[config.mk]
export PLATFORM = sky130hd
export DESIGN_NAME = ps2_key_decoder
export DESIGN_NICKNAME = d
export VERILOG_FILES = /design/src/rtl/ps2_key_decoder.sv
export SDC_FILE = /design/constraint.sdc
export NUM_CORES = 1
export LEC_CHECK = 0
export ABC_CLOCK_PERIOD_IN_PS = 2800
export BUFFER_PORTS_ARGS = -buffer_cell sky130_fd_sc_hd__buf_2
export CAP_MARGIN = 10
export CORE_MARGIN = 8
export CORE_UTILIZATION = 25
export DETAILED_ROUTE_END_ITERATION = 8
export GPL_TIMING_DRIVEN = 0
export PLACE_DENSITY = 0.48
export SLEW_MARGIN = 20
export SYNTH_ARGS = -nofsm -noshare
export SYNTH_HDL_FRONTEND = slang
export SYNTH_SLANG_ARGS = --single-unit
export TNS_END_PERCENT = 30
[constraint.sdc]
create_clock -name clock -period 2.8 [get_ports clock]
set_input_delay 0.28 -clock clock [delete_from_list [all_inputs] [get_ports clock]]
set_output_delay 0.28 -clock clock [all_outputs]
set_load 0.02 [all_outputs]
[src/rtl/ps2_key_decoder.sv]
// Registered PS/2 Set-2 scancode decoder: direction key tracking, move/activate pulses, optional auto-repeat.
// Optional auto-repeat of move while a direction key is held: define KEYDEC_AUTOREPEAT_EN.
module ps2_key_decoder #(
   parameter int          REPEAT_CYCLES = 12500000,
   parameter int          REPEAT_W      = 24,
   parameter logic [7:0]  ACT_CODE      = 8'h29
) (
   input  logic       clock,
   input  logic       resetn,
   input  logic [7:0] data,
   input  logic       data_en,
   output logic       move,
   output logic [1:0] dir,
   output logic       activate,
   output logic [3:0] held,
   output logic       prefix_busy
);

   typedef enum logic [1:0] {S_IDLE, S_EXT, S_BRK, S_EXTBRK} state_t;

   localparam logic [REPEAT_W-1:0] LP_REPEAT_MAX = REPEAT_W'(REPEAT_CYCLES - 1);

   state_t     r_state;
   state_t     w_state_nxt;
   logic       r_move;
   logic       r_act;
   logic       r_busy;
   logic [1:0] r_dir;
   logic [3:0] r_held;

   logic       w_ext;
   logic       w_mk;
   logic       w_bk;
   logic       w_act_hit;
   logic       w_key_vld;
   logic [1:0] w_key;
   logic       w_dir_make;
   logic       w_dir_brk;
   logic       w_brk_cur;
   logic [3:0] w_remain;
   logic [1:0] w_hi;
   logic       w_tick;

   // Returns {valid, dir code}; extended codes only match after an E0 prefix.
   function automatic logic [2:0] map_code(input logic [7:0] code, input logic ext);
      logic [2:0] res;
      res = 3'b000;
      if (!ext) begin
         case (code)
            8'h1D:   res = 3'b111;
            8'h1C:   res = 3'b101;
            8'h1B:   res = 3'b100;
            8'h23:   res = 3'b110;
            default: res = 3'b000;
         endcase
      end else begin
         case (code)
            8'h75:   res = 3'b111;
            8'h6B:   res = 3'b101;
            8'h72:   res = 3'b100;
            8'h74:   res = 3'b110;
            default: res = 3'b000;
         endcase
      end
      return res;
   endfunction

   always_comb begin
      w_state_nxt = r_state;
      w_mk        = 1'b0;
      w_bk        = 1'b0;
      w_act_hit   = 1'b0;
      if (data_en) begin
         case (r_state)
            S_IDLE: begin
               if (data == 8'hE0)      w_state_nxt = S_EXT;
               else if (data == 8'hF0) w_state_nxt = S_BRK;
               else begin
                  w_mk      = 1'b1;
                  w_act_hit = (data == ACT_CODE);
               end
            end
            S_EXT: begin
               if (data == 8'hF0) w_state_nxt = S_EXTBRK;
               else begin
                  w_mk        = 1'b1;
                  w_state_nxt = S_IDLE;
               end
            end
            S_BRK, S_EXTBRK: begin
               w_bk        = 1'b1;
               w_state_nxt = S_IDLE;
            end
            default: w_state_nxt = S_IDLE;
         endcase
      end
   end

   assign w_ext                = (r_state == S_EXT) || (r_state == S_EXTBRK);
   assign {w_key_vld, w_key}   = map_code(data, w_ext);
   assign w_dir_make           = w_mk & w_key_vld & ~r_held[w_key];
   assign w_dir_brk            = w_bk & w_key_vld & r_held[w_key];
   assign w_remain             = r_held & ~(4'b0001 << w_key);
   assign w_brk_cur            = w_dir_brk & (w_key == r_dir) & (|w_remain);

   always_comb begin
      w_hi = 2'b00;
      if (w_remain[3])      w_hi = 2'b11;
      else if (w_remain[2]) w_hi = 2'b10;
      else if (w_remain[1]) w_hi = 2'b01;
   end

`ifdef KEYDEC_AUTOREPEAT_EN
   logic [REPEAT_W-1:0] r_rpt_cnt;

   // A tick is suppressed when the current key is being released this cycle.
   assign w_tick = r_held[r_dir] & (r_rpt_cnt == LP_REPEAT_MAX)
                   & ~(w_dir_brk & (w_key == r_dir));
`else
   logic w_unused_cfg;
   assign w_unused_cfg = ^LP_REPEAT_MAX;
   assign w_tick       = 1'b0;
`endif

   always_ff @(posedge clock or negedge resetn) begin
      if (!resetn) begin
         r_state <= S_IDLE;
         r_move  <= 1'b0;
         r_act   <= 1'b0;
         r_busy  <= 1'b0;
         r_dir   <= 2'b00;
         r_held  <= 4'b0000;
`ifdef KEYDEC_AUTOREPEAT_EN
         r_rpt_cnt <= '0;
`endif
      end else begin
         r_state <= w_state_nxt;
         r_busy  <= (w_state_nxt != S_IDLE);
         r_act   <= w_act_hit;
         r_move  <= w_dir_make | w_tick;
         if (w_dir_make) begin
            r_held[w_key] <= 1'b1;
            r_dir         <= w_key;
         end else if (w_dir_brk) begin
            r_held[w_key] <= 1'b0;
            if (w_brk_cur) r_dir <= w_hi;
         end
`ifdef KEYDEC_AUTOREPEAT_EN
         if (w_dir_make || w_brk_cur || !r_held[r_dir] || w_tick)
            r_rpt_cnt <= '0;
         else
            r_rpt_cnt <= r_rpt_cnt + 1'b1;
`endif
      end
   end

   assign move        = r_move;
   assign dir         = r_dir;
   assign activate    = r_act;
   assign held        = r_held;
   assign prefix_busy = r_busy;

endmodule

==> impl_metrics.csv <==
group,metric,value,unit
synth,async_flop_share,1.00,
setup_path,crit_family,"compound AO/OA/AOI/OAI gates",
setup_path,critPathLaunchType,"input port",
cts,count_of_cells_resized_by_post_cts_repair,0,
layout,total_nets_final,154,
detailed_routing,first_pass_iters,4,
global_routing,grt_pass1_vias,1077,
floorplan,die_area,6400,µm²
layout,postLayoutCellArea,1220,µm²
timing,layout_worst_path_cycle_share,0.948,
synth,synth_top_flop_cell,"dfrtp_1",
floorplan,number_of_top_level_design_ports,20,
job,maxCapViolCount,0,
timing,holdWs,0.314,ns
synth,ys_seq_area_frac,0.269,
layout,diodes,0,
cts,h-tree-depth,1,
worst_hold_path,hold_path.class,"in -> reg",
layout,layout_commonest_cell,"buf_2",
global_routing,grt.overflow.total,0,
synth,synth-warning-count,0,
timing,fin_skew,0.00183,ns
setup_path,critical_path_peak_fanout,9,
setup_path,reg2reg_slack,0.17,ns
floorplan,floorplan.die.width,80.0,µm
synth,synth_edf_count,0,
synth,total_nets_after_synthesis,132,
timing,timing.slew.headroom,0.575,
cts,max-clock-path-buffers,2,
power_and_ir_drop,p_per_area,331,nW/µm²
global_routing,grtUsageTotal,0.0867,
timing,worst_slew_pin_slew,0.636,ns
setup_path,max_stage_delay,0.46,ns
placed_design,dp_hpwl,2180,µm
setup_path,worst_path_most_repeated_cell,"mux2_2",
floorplan,initial_standard_cell_utilization_of_the_core,0.258,
floorplan,core_area,3970,µm²
layout,layout_common_cells,"buf_2 (19), dfrtp_1 (11), nand2_1 (8)",
cts,tritoncts,"yes",
setup_path,timing.critical_path.cells,"buf_2 > nor4b_2 > a32oi_1 > o31ai_2 > mux2_2 > a221o_1 > a31oi_1 > mux2_2",
setup_path,crit_path_end_kind,"flip-flop",
layout,layout-drive-gt1-share,0.239,
placed_design,port_buffers,16,
synth,yosysUniqueCellTypes,48,
setup_path,cp_data_required_time,2.91,ns
cts,clkSinkCount,11,
placed_design,placement_cell_area,1170,µm²
global_routing,grt_first_pass_wirelength,4770,µm
detailed_routing,drt_wl_total,2790,µm
detailed_routing,routed_via_density,5.47,
power_and_ir_drop,irDropWorstVdd,96.3,µV
setup_path,critical_setup_path_class,"in -> reg",
setup_path,critPathSlowestCell,"o31ai_2",
timing,rsz0062_at_grt,"false",
synth,yosys_register_bits,11,
cts,clk_latency_worst_skew_pair,0.23,ns
floorplan,placement_rows,23,
cts,clkTransAtPathRegs,0.05,ns
timing,finalHoldViolCount,0,
global_routing,grt_start_max_net_pins,12,
synth,syn-instance-count,121,
floorplan,height_of_the_chip,80.0,µm
timing,fmax,377,MHz
layout,fillCellCount,437,
detailed_routing,wire_per_inst,14.5,µm
power_and_ir_drop,total_leakage_power,0.516,nW
detailed_routing,vias,1050,
timing,post-route-min-period,2.65,ns
setup_path,critical_path_buf_inv_count,1,
cts,root_buffer,"clkbuf_8",
placed_design,place_inst,187,
detailed_routing,antenna_left,0,
global_routing,grt_antenna_before_repair,0,
detailed_routing,drc,0,
synth,netlist_area,1020,µm²
detailed_routing,first_iter_violations,80,
timing,setup_viol_count_final,0,
layout,areaGrowthSynthToFinish,19.3,%
layout,final_cells,192,
synth,syn_avg_cell_area,8.46,µm²
cts,cts-buffers-inserted,3,
outcome,outcome,"finished clean",
timing,drv_slew,0,
placed_design,gpl.final_weighted_congestion,0.780,
setup_path,cp_data_arrival_time,2.77,ns
final timing paths:
kind,startpoint,end,depth (start not counted)
hold / removal,data_en,r_state[0]$_DFF_PN0_,2
setup reg to reg,r_state[0]$_DFF_PN0_,dir[0]$_DFFE_PN0P_,7
setup / recovery,data[4],dir[0]$_DFFE_PN0P_,8
max in group asynchronous,resetn,asynchronous set/reset pin,2
min in group asynchronous,resetn,r_state[1]$_DFF_PN0_,2
hold reg to reg,dir[0]$_DFFE_PN0P_,dir[0]$_DFFE_PN0P_,1
power by group:
part	leakage (nW)	internal (W)	switching (W)	total [W]
logic	0.341	0.0000328	0.0000481	0.0000809
registers	0.151	0.000165	0.00000692	0.000172
clock network	0.0228	0.0000993	0.0000519	0.000151
Yosys cell counts (all sizes together), types with 2 or more instances:
cell type | number | area (µm²)
nand4b | 2 | 17.5
a31oi | 7 | 43.8
o31ai | 3 | 27.5
nand3b | 5 | 37.5
o31a | 2 | 17.5
nand3 | 4 | 20.0
and3 | 2 | 12.5
a21oi | 6 | 33.8
a211oi | 3 | 22.5
mux2 | 3 | 33.8
dfrtp | 11 | 275
or2 | 2 | 12.5
nand2b | 7 | 43.8
a221oi | 2 | 30.0
a21o | 2 | 15.0
clkbuf | 4 | 15.0
and3b | 2 | 17.5
buf | 4 | 22.5
nor3 | 7 | 35.0
nor2 | 5 | 18.8
a211o | 2 | 17.5
o21ai | 3 | 15.0
nor4b | 2 | 23.8
inv | 5 | 18.8
nand2 | 8 | 30.0
cells by family (layout without fill, tap and decap cells):
logic type,Yosys count,in the layout,synth area share
and+or+nand+nor,53,53,0.319
buffers and inverters,13,34,0.0550
muxes,3,3,0.0330
DFF,11,11,0.269
AOI/OAI and AO/OA,40,40,0.315
xor gates and xnor gates,1,1,0.00856
final cells by class:
cell class	count	area [µm²]	area share
Clock buffer	4	45.0	0.0369
Timing Repair Buffer	17	90.1	0.0738
Buffer	8	37.5	0.0307
Tap cell	50	62.6	0.0512
Inverter	5	18.8	0.0154
Multi-Input combinational cell	97	692	0.567
Sequential cell	11	275	0.225
through the flow:
step / setup TNS, ns / power, W / setup slack [ns] / utilization
floorplan: 0 / 0.000223 / 0.243 / -
global placement: -0.0106 / 0.000252 / -0.0106 / 0.294
detailed placement: -0.0870 / 0.000253 / -0.0520 / 0.294
CTS: 0 / 0.000408 / 0.190 / 0.307
global route: 0 / 0.000426 / 0.0351 / 0.307
finish: 0 / 0.000404 / 0.145 / 0.307
layer usage:
layer | track usage | part of all wire | wire length, µm | vias to the layer above
met4 | 0.0218 | 0.0097 | 27 | 0
met3 | 0.0124 | 0.039 | 110 | 4
met1 | 0.107 | 0.46 | 1290 | 515
li1 | - | - | - | 514
met5 | 0 | 0 | 0 | -
met2 | 0.153 | 0.49 | 1370 | 17
what timing repair did:
item                                    in CTS  in global routing
hold buffers                                 1                  0
hold endpoints to repair                    11                  0
setup buffers                                0                  0
endpoints found under the setup margin       0                  0
worst reg2reg max path, stage by stage (launching register included):
cell      delay (ns)
dfrtp_1         0.42
clkbuf_1        0.39
nand3_1         0.21
o31ai_2         0.19
mux2_2          0.41
a221o_1         0.30
a31oi_1         0.22
mux2_2          0.36
Power figures use the tool's default switching activity.
